<file path="config.mk">
export PLATFORM = sky130hd
export DESIGN_NAME = req_encoder_32_flat
export DESIGN_NICKNAME = d
export VERILOG_FILES = /design/src/rtl/req_encoder_32_pkg.sv /design/src/rtl/req_encoder_32_if.sv /design/src/rtl/z_prio_encoder_32.sv /design/src/rtl/req_encoder_32.sv /design/src/flat_wrapper.sv
export SDC_FILE = /design/constraint.sdc
export NUM_CORES = 1
export LEC_CHECK = 0
export BUFFER_PORTS_ARGS = -buffer_cell sky130_fd_sc_hd__buf_2
export CAP_MARGIN = 40
export CORE_ASPECT_RATIO = 1.25
export CORE_MARGIN = 3
export CORE_UTILIZATION = 35
export DETAILED_ROUTE_END_ITERATION = 16
export PLACE_DENSITY_LB_ADDON = 0.15
export SYNTH_ARGS = -nofsm -noshare
export SYNTH_HDL_FRONTEND = slang
export SYNTH_SLANG_ARGS = --single-unit
</file>
<file path="constraint.sdc">
create_clock -name clock -period 2.55 [get_ports clock]
set_clock_uncertainty 0.15 [all_clocks]
set_input_delay 0 -clock clock [delete_from_list [all_inputs] [get_ports clock]]
set_output_delay 0 -clock clock [all_outputs]
set_load 0.02 [all_outputs]
</file>
<file path="src/rtl/req_encoder_32_pkg.sv">
// Purpose : shared widths, FSM state type and the 5-to-32 index decoder for req_encoder_32.
// Latency : n/a (types and pure functions only).
// Backpressure: n/a.
// Contents: REQ_W, IDX_W, state_t {IDLE, BUSY}, idx2onehot().
package req_encoder_32_pkg;

   localparam int REQ_W = 32;
   localparam int IDX_W = 5;

   typedef enum logic {
      IDLE = 1'b0,
      BUSY = 1'b1
   } state_t;

   // 5-to-32 one-hot decoder; the priority encoder is its inverse.
   function automatic logic [REQ_W-1:0] idx2onehot(input logic [IDX_W-1:0] idx);
      logic [REQ_W-1:0] oh;
      oh = '0;
      oh[idx] = 1'b1;
      return oh;
   endfunction

endpackage

</file>
<file path="src/rtl/req_encoder_32_if.sv">
// Purpose : mask-in / index-out handshake bundle for req_encoder_32, plus flush and err.
// Latency : n/a (wires only).
// Backpressure: in_valid/in_ready on the mask side, out_valid/out_ready on the index side.
// Modports: slave = the encoder block, master = the agent driving masks and consuming indices.
interface req_encoder_32_if;
   import req_encoder_32_pkg::*;

   logic             in_valid;
   logic [REQ_W-1:0] in_mask;
   logic             in_ready;
   logic             out_valid;
   logic [IDX_W-1:0] out_idx;
   logic             out_last;
   logic             out_ready;
   logic             flush;
   logic             err;

   modport slave (
      input  in_valid, in_mask, out_ready, flush,
      output in_ready, out_valid, out_idx, out_last, err
   );

   modport master (
      output in_valid, in_mask, out_ready, flush,
      input  in_ready, out_valid, out_idx, out_last, err
   );

endinterface

</file>
<file path="src/rtl/z_prio_encoder_32.sv">
// Purpose : 32-to-5 priority encoder; LOW_FIRST=1 picks the lowest set bit, 0 the highest.
// Latency : purely combinational.
// Backpressure: none.
// Ports   : vec_i (32b request vector) -> idx_o (5b index), any_o (some bit set),
//           one_left_o (exactly one bit set).
module z_prio_encoder_32
   import req_encoder_32_pkg::*;
#(
   parameter bit LOW_FIRST = 1'b1
) (
   input  logic [REQ_W-1:0] vec_i,
   output logic [IDX_W-1:0] idx_o,
   output logic             any_o,
   output logic             one_left_o
);

   // Scan toward the preferred end so the winning bit is the last one assigned.
   always_comb begin
      idx_o = '0;
      if (LOW_FIRST) begin
         for (int i = REQ_W - 1; i >= 0; i--) begin
            if (vec_i[i]) idx_o = IDX_W'(i);
         end
      end else begin
         for (int i = 0; i < REQ_W; i++) begin
            if (vec_i[i]) idx_o = IDX_W'(i);
         end
      end
   end

   assign any_o      = |vec_i;
   // Clearing the lowest set bit leaves zero only if a single bit was set.
   assign one_left_o = any_o && ((vec_i & (vec_i - REQ_W'(1))) == '0);

endmodule

</file>
<file path="src/rtl/req_encoder_32.sv">
// Purpose : accepts a 32-bit request mask and emits the index of every set bit, one per beat, in priority order.
// Latency : first index one cycle after acceptance; one index per cycle while out_ready is high.
// Backpressure: in_ready only in IDLE; out_idx/out_last held while out_valid & !out_ready.
// Ports   : clock, reset_n (async active-low), bus (req_encoder_32_if.slave).
// Config  : define REQ_ENC_ZERO_ERR_EN to add a sticky err flag set by accepting an all-zero mask.
module req_encoder_32
   import req_encoder_32_pkg::*;
#(
   parameter bit LOW_FIRST = 1'b1
) (
   input  logic                 clock,
   input  logic                 reset_n,
   req_encoder_32_if.slave      bus
);

   state_t           state_q, state_d;
   logic [REQ_W-1:0] pending_q, pending_d;

   logic [IDX_W-1:0] enc_idx;
   logic             enc_any;
   logic             enc_one_left;

   z_prio_encoder_32 #(
      .LOW_FIRST (LOW_FIRST)
   ) u_enc (
      .vec_i      (pending_q),
      .idx_o      (enc_idx),
      .any_o      (enc_any),
      .one_left_o (enc_one_left)
   );

`ifdef REQ_ENC_ZERO_ERR_EN
   logic err_q, err_d;
`endif

   always_ff @(posedge clock or negedge reset_n) begin
      if (!reset_n) begin
         state_q   <= IDLE;
         pending_q <= '0;
`ifdef REQ_ENC_ZERO_ERR_EN
         err_q     <= 1'b0;
`endif
      end else begin
         state_q   <= state_d;
         pending_q <= pending_d;
`ifdef REQ_ENC_ZERO_ERR_EN
         err_q     <= err_d;
`endif
      end
   end

   // Flush outranks both the output handshake and a mask acceptance.
   always_comb begin
      state_d   = state_q;
      pending_d = pending_q;
`ifdef REQ_ENC_ZERO_ERR_EN
      err_d     = err_q;
`endif
      if (bus.flush) begin
         state_d   = IDLE;
         pending_d = '0;
`ifdef REQ_ENC_ZERO_ERR_EN
         err_d     = 1'b0;
`endif
      end else if (state_q == IDLE) begin
         if (bus.in_valid) begin
            // A zero mask is loaded (pending stays 0) but never leaves IDLE.
            pending_d = bus.in_mask;
            state_d   = (bus.in_mask != '0) ? BUSY : IDLE;
`ifdef REQ_ENC_ZERO_ERR_EN
            if (bus.in_mask == '0) err_d = 1'b1;
`endif
         end
      end else begin
         if (bus.out_ready && enc_any) begin
            pending_d = pending_q & ~idx2onehot(enc_idx);
            if (enc_one_left) state_d = IDLE;
         end
      end
   end

   // Outputs depend only on registered state, never directly on inputs.
   assign bus.in_ready  = (state_q == IDLE);
   assign bus.out_valid = (state_q == BUSY);
   assign bus.out_idx   = (state_q == BUSY) ? enc_idx : '0;
   assign bus.out_last  = (state_q == BUSY) && enc_one_left;

`ifdef REQ_ENC_ZERO_ERR_EN
   assign bus.err = err_q;
`else
   assign bus.err = 1'b0;
`endif

endmodule

</file>
<file path="src/flat_wrapper.sv">
// flat-port wrapper written by rule: the top's interface ports become plain ports
module req_encoder_32_flat import req_encoder_32_pkg::*;
#(
   parameter bit LOW_FIRST = 1'b1
)
  (clock, reset_n, bus_in_valid, bus_in_mask, bus_out_ready, bus_flush, bus_in_ready, bus_out_valid, bus_out_idx, bus_out_last, bus_err);
  req_encoder_32_if bus_i ();
  input  logic clock;
  input  logic reset_n;
  input wire logic [$bits(bus_i.in_valid)-1:0] bus_in_valid;
  input wire logic [$bits(bus_i.in_mask)-1:0] bus_in_mask;
  input wire logic [$bits(bus_i.out_ready)-1:0] bus_out_ready;
  input wire logic [$bits(bus_i.flush)-1:0] bus_flush;
  output wire logic [$bits(bus_i.in_ready)-1:0] bus_in_ready;
  output wire logic [$bits(bus_i.out_valid)-1:0] bus_out_valid;
  output wire logic [$bits(bus_i.out_idx)-1:0] bus_out_idx;
  output wire logic [$bits(bus_i.out_last)-1:0] bus_out_last;
  output wire logic [$bits(bus_i.err)-1:0] bus_err;
  assign bus_i.in_valid = bus_in_valid;
  assign bus_i.in_mask = bus_in_mask;
  assign bus_i.out_ready = bus_out_ready;
  assign bus_i.flush = bus_flush;
  assign bus_in_ready = bus_i.in_ready;
  assign bus_out_valid = bus_i.out_valid;
  assign bus_out_idx = bus_i.out_idx;
  assign bus_out_last = bus_i.out_last;
  assign bus_err = bus_i.err;
  req_encoder_32 #(.LOW_FIRST(LOW_FIRST)) u_core (.clock(clock), .reset_n(reset_n), .bus(bus_i));
endmodule
</file>
==> reports/qor.csv <==
metric,value,unit
Min-Delay Endpoint,u_core.bus.out_valid,
worst hold-check slack,0.0206,ns
"Period Utilization, post-route",101,%
Clock Tree Root,clkbuf_8,
maximum capacitance violations,0,
worst hold-check path type,in2reg,
clock net sink count,33,
clock-pin slew on the worst setup and hold paths,0.07,ns
Avg Synthesized Cell Area,8.08,um^2
outcome,"complete, but fails checks",
share of the synthesized area in the top cell type,29.8,%
critical path required time,2.40,ns
source of the worst register-to-register timing path,u_core.pending_q[6],
Placer Congestion,1.06,
DP Wirelength,8.44,mm
share of power burned in the clock network,17.7,%
reg2reg end,u_core.pending_q[11],
number of global-route vias before repair,3391,
Worst Tran Pin Value,0.728,ns
final setup violation count,1,
count of routing violations after the opening detailed-route iteration,308,
average wire length per cell after detail routing,19.8,um
per-cell via count in the routed design,5.96,
area of the die,0.00903,mm^2
static power due to leakage,1.86,nW
critical setup path kind,reg2out,
share of flip-flops with an asynchronous set or reset after synthesis,100,%
worst reg-to-reg setup slack,0.02,ns
H-tree depth,2,
number of remaining DRC errors,0,
Starting Density,36.8,%
top cells by area in the synthesized netlist,"dfrtp_1 (30%), nand2_1 (4.2%), a32oi_1 (4.1%)",
"Net Count, Synth",380,
Simple-Gate Fraction of Synth Area,28.3,%
ratio of total power to cell area,557,mW/mm^2
share of cells above drive strength 1,37.6,%
relative area change from synthesis to final layout,54.0,%
Combinational Power Share,55.3,%
overall track demand over capacity in global routing,25.6,%
Max Buffers Root-to-Sink,2,
Synth top cells by count,"dfrtp_1 (33), nand2_1 (31), nor2_1 (29)",
first-pass GRT wire length,18.0,mm
flip-flop cell with the highest count after synthesis,dfrtp_1,
CP max FO,6,
count of flip-flops with a built-in enable after synthesis,0,
compound-cell area share of the yosys netlist,34.2,%
Skew-Pair Late Insertion Delay,0.29,ns
netlist area before placement,0.00277,mm^2
Internal,0.00139,W
port bufs,44,
max-slew violation total from the final report,0,
start point of the critical path,u_core.pending_q[6],
"Distinct cells, synth",61,
chip height,106,um
largest area contributor in the netlist,dfrtp_1,
number of nets in the final layout,521,
fmax,389,MHz
sw power,0.000983,W
adder-cell area share of the yosys netlist,0.361,%
vias after detailed routing,3435,
Critical Path AT,2.42,ns
total global routing overflow,0,
hold path startpoint,bus_out_ready,
initial antenna violation count,0,
final hold violation count,0,
area after detailed placement,0.00356,mm^2
share of the yosys chip area belonging to registers,29.8,%
time the worst path needs with I/O delays and setup,2.57,ns
count of cells along the worst hold path,3,
Mapped Cells,343,
largest net degree at the start of global routing,21,
# rows,35,
First-pass DRT Iterations,5,
fillers,711,
proportion of synthesized area in mux cells,0.722,%
sw frac,41.4,%
number of warnings printed during yosys synthesis,0,
RSZ-0062 raised after global routing,yes,
crit end category,output pin,
sequential cell fraction of total power,27.0,%
number of cells on the worst reg-to-reg path,9,
most instantiated library cell after synthesis,dfrtp_1,
area share of xor/xnor cells in the synthesized design,0,%
n_diodes,0,
total non-filler cell area in the finished layout,0.00427,mm^2
Slew headroom,51.3,%
number of buffers created by CTS,5,
Setup WS post-layout,-0.0225,ns
remaining number of nets flagged by the antenna check after routing,0,
Worst IR Drop VDD,0.306,mV
CORE AREA,0.00753,mm^2
Detailed Route WL,11.4,mm
type of origin of the critical path,register,
combinational family with the most area after synthesis,compound AO/OA/AOI/OAI gates,
number of synthesized register bits,33,
clock tree from TritonCTS,yes,
count of pins on the block boundary,46,
Die Width,85.6,um
violations in the final reports,setup timing,
-- placed cells by master, fill, tap and decap left out, types with 3 or more instances in the layout --
| cell type | instances |
|---|---|
| nor3_1 | 16 |
| nand2_1 | 29 |
| o21ai_0 | 14 |
| dfrtp_1 | 32 |
| nor4_4 | 5 |
| a22oi_1 | 10 |
| o311ai_0 | 3 |
| buf_2 | 42 |
| nand2b_1 | 3 |
| buf_4 | 77 |
| inv_1 | 15 |
| o41ai_2 | 9 |
| o21ai_1 | 9 |
| a221oi_1 | 3 |
| nand3_1 | 10 |
| or3_1 | 4 |
| dlygate4sd3_1 | 36 |
| a21oi_1 | 13 |
| o211ai_1 | 9 |
| nand2_2 | 3 |
| o311ai_1 | 3 |
| nor4_2 | 4 |
| nand4_1 | 7 |
| buf_6 | 5 |
| nor2_1 | 28 |
| a32oi_1 | 13 |
| clkbuf_8 | 6 |
| nor4_1 | 13 |
-- flip-flops by register name (all words and copies together), names as in the netlist --
register              cells
u_core.bus.out_valid      1
u_core.pending_q         32
-- cells by family (layout without fill, tap and decap cells) --
group | Yosys count | after routing
compound gates | 121 | 121
fa+ha+maj | 1 | 1
buf+inv | 44 | 185
flops | 33 | 33
mux | 2 | 2
other cells | 1 | 1
simple gates | 141 | 141
-- worst max path at each step --
stage / end / slack, ns / depth (start not counted)
after floorplan: u_core.pending_q[11] / 0.08 / 9
after global placement: u_core.pending_q[20] / -0.08 / 7
after detailed placement: u_core.pending_q[20] / -0.1 / 8
after CTS: bus_out_last / -0.03 / 8
after global routing: bus_out_last / -0.14 / 9
final: bus_out_last / -0.02 / 8
-- power groups by stage --
stage / clock network, W / logic [W] / registers [W]
after floorplan: 0 / 0.000572 / 0.000642
after CTS: 0.000424 / 0.00121 / 0.000638
after global routing: 0.000444 / 0.00141 / 0.000646
final: 0.000421 / 0.00132 / 0.000641
after detailed placement: 0 / 0.00110 / 0.000642
after global placement: 0 / 0.00109 / 0.000641
-- metal layers --
metal | track usage (%) | vias to the layer above | wire [um]
li1 | - | 1629 | -
met3 | 2.97 | 29 | 628
met5 | 0 | - | 0
met1 | 34.0 | 1640 | 4800
met2 | 41.8 | 137 | 5610
met4 | 10.4 | 0 | 357
-- layout make-up --
type	count	area [um^2]	share of cell area, %
tap	92	115	2.70
multi-input combinational	266	1930	45.2
sequential	33	827	19.4
timing repair buffer	162	1250	29.3
inverter	16	60.1	1.41
clock buffer	7	86.3	2.02
-- through the flow --
stage               TNS [ns]  total power (W)  std cells  util (%)  setup slack [ns]
floorplan                  0          0.00121        343         -            0.0752
global placement      -0.160          0.00173        520      46.7           -0.0835
detailed placement    -0.307          0.00174        522      47.3           -0.0995
CTS                  -0.0309          0.00227        570      54.6           -0.0309
global route          -0.406          0.00250        576      56.7            -0.135
finish               -0.0225          0.00238        576      56.7           -0.0225
-- worst max-delay path, cell delays in order (launching register included) --
cell and delay [ns]:
dfrtp_1 0.42, nor4_4 0.39, nand4_4 0.18, buf_6 0.18
o31a_1 0.24, a2bb2oi_2 0.14, nor4_2 0.21, and3_1 0.24
buf_6 0.14
-- what timing repair did --
| action | CTS | global route |
|---|---|---|
| gates resized for setup | 19 | 29 |
| setup buffers | 5 | 6 |
| endpoints found under the setup margin | 11 | 34 |
| hold buffers | 36 | 0 |
| pin swaps | 6 | 11 |
| hold endpoints to repair | 66 | 0 |
No activity file was read; power rests on OpenSTA's default activity.
